[src/rtl/tx_frm_sync_pkg.sv]
// Shared FSM encoding and header-length helpers for the TX frame synchroniser.
// Pure combinational helpers, no latency, no flow control.
package tx_frm_sync_pkg;

    localparam int ST_W = 5;

    // One-hot state encoding
    localparam logic [ST_W-1:0] ST_INIT = 5'b00001;
    localparam logic [ST_W-1:0] ST_HDR  = 5'b00010;
    localparam logic [ST_W-1:0] ST_CHK  = 5'b00100;
    localparam logic [ST_W-1:0] ST_WAIT = 5'b01000;
    localparam logic [ST_W-1:0] ST_ERR  = 5'b10000;

    function automatic logic [7:0] ben_from_len(input logic [2:0] len_lo);
        if (len_lo == 3'd0) begin
            return 8'hFF;
        end
        return (8'd1 << len_lo) - 8'd1;
    endfunction

    function automatic logic [12:0] qw_ceil(input logic [15:0] len);
        return len[15:3] + {12'd0, |len[2:0]};
    endfunction

endpackage

[src/rtl/tx_ring_occ.sv]
// Ring occupancy tracker: registered diff (1 cycle) and rsk (2 cycles from pointers).
// No backpressure; clr forces diff to zero while the synchroniser initialises.
module tx_ring_occ #(
    parameter int BW      = 9,
    parameter int RSK_THR = 16
) (
    input  logic          clk,
    input  logic          rst_n,
    input  logic          clr,
    input  logic [BW:0]   rd_ptr,
    input  logic [BW:0]   committed_prod,
    output logic [BW:0]   diff,
    output logic          rsk
);

    localparam logic [31:0] THR = RSK_THR;

    // Modular subtraction across the wrap bit gives 0..2^BW directly
    always_ff @(posedge clk or negedge rst_n) begin
        if (!rst_n) begin
            diff <= '0;
            rsk  <= 1'b0;
        end else begin
            diff <= clr ? '0 : (committed_prod - rd_ptr);
            rsk  <= (32'(diff) >= THR);
        end
    end

endmodule

[src/rtl/tx_frm_sync_gen.sv]
// TX frame synchroniser: parses the header length at rd_ptr and pulses trig once the frame is committed.
// Latency: trig one cycle after CHK; no backpressure, the consumer paces via rsk_tk and sync.
module tx_frm_sync_gen
    import tx_frm_sync_pkg::*;
#(
    parameter int BW      = 9,
    parameter int LEN_LSB = 32,
    parameter int RSK_THR = 16,
    parameter int MAX_LEN = 9018
) (
    input  logic          clk,
    input  logic          rst_n,
    input  logic [BW:0]   rd_ptr,
    input  logic [63:0]   rd_data,
    input  logic [BW:0]   committed_prod,
    output logic [BW:0]   diff,
    output logic          trig,
    output logic [12:0]   qw_len,
    output logic [7:0]    lst_ben,
    output logic          rsk,
    input  logic          rsk_tk,
    input  logic          sync,
    output logic          err,
    output logic [31:0]   frm_cnt
);

    localparam logic [31:0] MAX_LEN_W = MAX_LEN;

    logic [ST_W-1:0] state;
    logic [ST_W-1:0] state_nxt;
    logic [15:0]     len;
    logic [15:0]     hdr_len;
    logic            diff_nz;
    logic            len_bad;
    logic            fits;
    logic            cap_en;
    logic            trig_set;
    logic            err_set;
    logic            unused_data;

    assign hdr_len     = rd_data[LEN_LSB +: 16];
    assign unused_data = ^rd_data;
    assign diff_nz     = |diff;
    assign len_bad     = (len == 16'd0) || ({16'd0, len} > MAX_LEN_W);
    // Header plus qw_len data QWs must all be committed
    assign fits        = (32'(diff) > 32'(qw_len));

    tx_ring_occ #(
        .BW      (BW),
        .RSK_THR (RSK_THR)
    ) u_occ (
        .clk            (clk),
        .rst_n          (rst_n),
        .clr            (state == ST_INIT),
        .rd_ptr         (rd_ptr),
        .committed_prod (committed_prod),
        .diff           (diff),
        .rsk            (rsk)
    );

    always_ff @(posedge clk or negedge rst_n) begin
        if (!rst_n) begin
            state <= ST_INIT;
        end else begin
            state <= state_nxt;
        end
    end

    always_comb begin
        state_nxt = state;
        case (state)
            ST_INIT: state_nxt = ST_HDR;
            ST_HDR:  if (diff_nz) state_nxt = ST_CHK;
            ST_CHK: begin
                if (len_bad) begin
                    state_nxt = ST_ERR;
                end else if (rsk_tk || fits) begin
                    state_nxt = ST_WAIT;
                end else begin
                    state_nxt = ST_HDR;
                end
            end
            ST_WAIT: begin
                if (sync) begin
                    state_nxt = diff_nz ? ST_CHK : ST_HDR;
                end
            end
            ST_ERR:  state_nxt = ST_ERR;
            default: state_nxt = ST_INIT;
        endcase
    end

    // A speculative start already taken by the consumer suppresses trig
    always_comb begin
        cap_en   = 1'b0;
        trig_set = 1'b0;
        err_set  = 1'b0;
        case (state)
            ST_HDR:  cap_en = diff_nz;
            ST_CHK: begin
                if (len_bad) begin
                    err_set = 1'b1;
                end else if (!rsk_tk && fits) begin
                    trig_set = 1'b1;
                end
            end
            ST_WAIT: cap_en = sync && diff_nz;
            default: ;
        endcase
    end

    always_ff @(posedge clk or negedge rst_n) begin
        if (!rst_n) begin
            trig    <= 1'b0;
            err     <= 1'b0;
            frm_cnt <= '0;
            len     <= '0;
            qw_len  <= '0;
            lst_ben <= '0;
        end else begin
            trig <= trig_set;
            if (trig_set) begin
                frm_cnt <= frm_cnt + 32'd1;
            end
            if (err_set) begin
                err <= 1'b1;
            end
            if (cap_en) begin
                len     <= hdr_len;
                qw_len  <= qw_ceil(hdr_len);
                lst_ben <= ben_from_len(hdr_len[2:0]);
            end
        end
    end

endmodule

[config.mk]
export PLATFORM = sky130hd
export DESIGN_NAME = tx_frm_sync_gen
export DESIGN_NICKNAME = d
export VERILOG_FILES = /design/src/rtl/tx_frm_sync_pkg.sv /design/src/rtl/tx_ring_occ.sv /design/src/rtl/tx_frm_sync_gen.sv
export SDC_FILE = /design/constraint.sdc
export NUM_CORES = 1
export LEC_CHECK = 0
export CORE_UTILIZATION = 51
export DETAILED_ROUTE_END_ITERATION = 10
export PLACE_DENSITY_LB_ADDON = 0.2
export REMOVE_ABC_BUFFERS = 1
export SYNTH_ARGS = -nofsm -noshare
export SYNTH_HDL_FRONTEND = slang
export SYNTH_SLANG_ARGS = --single-unit
[constraint.sdc]
create_clock -name clk -period 5.6 [get_ports clk]
set_clock_uncertainty 0.05 [all_clocks]
set_input_delay 0.56 -clock clk [delete_from_list [all_inputs] [get_ports clk]]
set_output_delay 0.56 -clock clk [all_outputs]
set_load 0.01 [all_outputs]
==> run_results.csv <==
group,metric,value,unit
floorplan,io_pins,154,
setup_path,start_kind,"input port",
clocking,cts_tree,"yes",
setup_path,worstReg2RegStart,"u_occ.diff[6]",
placed_design,dp_hpwl,7108,um
cells_and_area,drive_gt1_share,13.95,%
yosys,synth_area_leader_cell,"dfrtp_1",
grt,overflow,0,
yosys,synth_common_cells,"dfrtp_1, nor2_1, inv_1",
setup_path,cp-end-kind,"flop",
run,cap_violations,0,
setup_path,worstReg2RegEnd,"frm_cnt[1]",
sta,finalSetupViolCount,0,
clocking,clockBufferDepth,2,
floorplan,die_area,0.009908,mm2
yosys,ys.flop_type,"dfrtp_1",
routing,remaining_drc_errors,0,
power_and_ir_drop,swShare,36.10,%
yosys,netlist_area,0.004852,mm2
floorplan,start_util,52.51,%
power_and_ir_drop,pwr-share-clk,19.1,%
grt,grt_pass1_vias,3569,
yosys,avgSynthCellArea,10.78,um2
sta,finalMaxSlewViolations,0,
power_and_ir_drop,power_frac_comb,40.1,%
yosys,yosysWarnings,0,
sta,rsz0062_at_grt,"false",
clocking,cts_buffers,9,
floorplan,die_w,99.54,um
sta,relSlewSlack,27.99,%
yosys,yosys_register_bits,87,
yosys,synthTopCellsByArea,"dfrtp_1, xor2_1, ha_1",
sta,fmax,358.2,MHz
routing,wire_per_inst,13.90,um
cells_and_area,post-route-util,67.14,%
cells_and_area,regArea,0.002178,mm2
cells_and_area,fin_nets,665,
cells_and_area,area_growth,27.85,%
routing,drtPass1Iterations,4,
cells_and_area,n_antenna_cell,0,
power_and_ir_drop,p_switching,0.8556,mW
yosys,yosysUniqueCellTypes,62,
clocking,clk_latency,0.34,ns
placed_design,port_buffers,105,
setup_path,rrSetupSlack,2.87,ns
power_and_ir_drop,internal_power,1.514,mW
routing,avgViaCountPerCell,5.190,
clocking,cts_root_buf,"clkbuf_8",
sta,min_period,2.792,ns
power_and_ir_drop,seq_power_share,40.8,%
status,status,"finished, final reports clean",
routing,vias,3571,
power_and_ir_drop,leakagePower,2.826,nW
clocking,post-cts-setup-buffer-count,0,
cells_and_area,multi_input_comb_area,0.002462,mm2
setup_path,worstPathArrival,2.96,ns
routing,ant_nets,0,
grt,antenna_found_initial,0,
clocking,clkSinkCount,87,
power_and_ir_drop,vdd_ir_drop_max,0.2727,mV
floorplan,placementRows,35,
setup_path,rr_worst_depth,8,
yosys,synth_top_area_share,44.35,%
yosys,async_flop_share,100.0,%
grt,grt_pass1_wl,16400,um
yosys,ys_seq_area_share,44.89,%
clocking,clk_pin_slew,0.09,ns
power_and_ir_drop,finalPower,2.370,mW
clocking,cts_hold_buffers,0,
cells_and_area,num-fill-cells,738,
floorplan,core-area,0.009240,mm2
sta,timing.final.crit_share,49.85,%
routing,drtIter0Drc,117,
grt,grt_max_degree,88,
clocking,cts_resized,0,
sta,tns,0,ns
clocking,htree_levels,3,
placed_design,gp_congestion,0.7702,
yosys,synth_most_common_cell,"dfrtp_1",
yosys,synth_edf_count,0,
setup_path,cp_max_fo,2,
hold_path,holdCritPathClass,"in -> async",
routing,drt-total-wl,9561,um
floorplan,die_h,99.54,um
setup_path,worstSetupPathType,"in -> reg",
grt,track_usage,20.59,%
setup_path,cp.required,5.76,ns
power_and_ir_drop,p_per_area,382.0,mW/mm2
sta,hold_viol_final,0,
yosys,syn_inst,450,
sta,tightest_slew,1.080,ns
sta,whs,0.3438,ns
## state kept, by name, summed over array words and instances (netlist names)
register and count:
err 1, frm_cnt 32, len 16, lst_ben 8
qw_len 13, state 5, trig 1, u_occ.diff 10
u_occ.rsk 1
## metal layers
layer,vias up,track usage [%],share of wire (%)
li1,1775,-,-
met2,80,34.35,48
met3,6,3.584,4.2
met1,1710,27.72,46
met4,0,5.769,0.89
met5,-,0,0
## cells in the final DEF, fill, tap and decap left out, types with 2 or more instances in the layout
cell / n
a21o_1: 7
a21oi_1: 20
a31oi_1: 2
and3_1: 6
and4bb_1: 2
buf_4: 2
clkbuf_8: 10
clkdlybuf4s50_1: 104
clkinv_4: 2
dfrtp_1: 86
ha_1: 22
inv_1: 37
mux2_1: 2
mux2_2: 16
nand2_1: 25
nand2b_1: 3
nand3_1: 17
nand3_4: 3
nand4_1: 7
nor2_1: 38
nor2b_1: 5
nor3_1: 9
nor3_2: 12
nor3_4: 2
nor4_1: 4
nor4_2: 10
nor4_4: 3
o21ai_0: 12
o21ai_1: 2
o31ai_1: 2
or2_1: 3
xnor2_1: 15
xor2_1: 36
## per-stage QoR
| stage | setup WS [ns] | instance area, um2 | std cells |
|---|---|---|---|
| global placement | 2.471 | 5997 | 672 |
| finish | 2.808 | 6203 | 688 |
| global route | 2.554 | 6203 | 688 |
| floorplan | 2.712 | 4771 | 437 |
| detailed placement | 2.443 | 5997 | 672 |
| CTS | 2.810 | 6203 | 688 |
## cells by family (layout without fill, tap and decap cells)
group                      Yosys count  in the layout  synth area share [%]
AOI/OAI and AO/OA                   57             57                 8.175
xor gates and xnor gates            51             51                 9.206
adders and majority gates           23             23                 6.086
buffers and inverters               50            159                 4.538
DFF                                 87             87                 44.89
muxes                               19             19                 4.487
and+or+nand+nor                    163            163                 22.62
## layout make-up
type / count / area share, %
Inverter: 37 / 2.239
Sequential cell: 87 / 35.11
Timing Repair Buffer: 106 / 17.02
Clock buffer: 10 / 2.219
Multi-Input combinational cell: 313 / 39.69
Tap cell: 129 / 2.602
Clock inverter: 6 / 1.109
## power groups by stage
stage,Clock (mW),Sequential (mW),Combinational (mW)
detailed placement,0,0.981,0.958
global route,0.489,0.992,1.06
floorplan,0,0.995,0.514
finish,0.453,0.968,0.950
CTS,0.462,0.969,0.964
global placement,0,0.975,0.932
## critical path, stage by stage
cell,delay (ns)
clkdlybuf4s50_1,0.46
ha_1,0.16
inv_1,0.05
fa_1,0.39
a21o_1,0.17
a21oi_1,0.22
o21bai_1,0.11
a2111oi_0,0.51
o21ai_0,0.16
nor3b_1,0.15
## how the worst max path moves through the flow
| stage | startpoint | end | slack (ns) | cells after the start |
|---|---|---|---|---|
| after floorplan | u_occ.diff[6] | frm_cnt[1] | 2.71 | 6 |
| after global placement | rd_ptr[0] | u_occ.diff[8] | 2.47 | 10 |
| after detailed placement | rd_ptr[0] | u_occ.diff[8] | 2.44 | 10 |
| after CTS | rd_ptr[0] | u_occ.diff[8] | 2.81 | 10 |
| after global routing | rd_ptr[0] | u_occ.diff[8] | 2.55 | 10 |
| final | rd_ptr[0] | u_occ.diff[8] | 2.81 | 10 |
No activity file was read; power rests on OpenSTA's default activity.
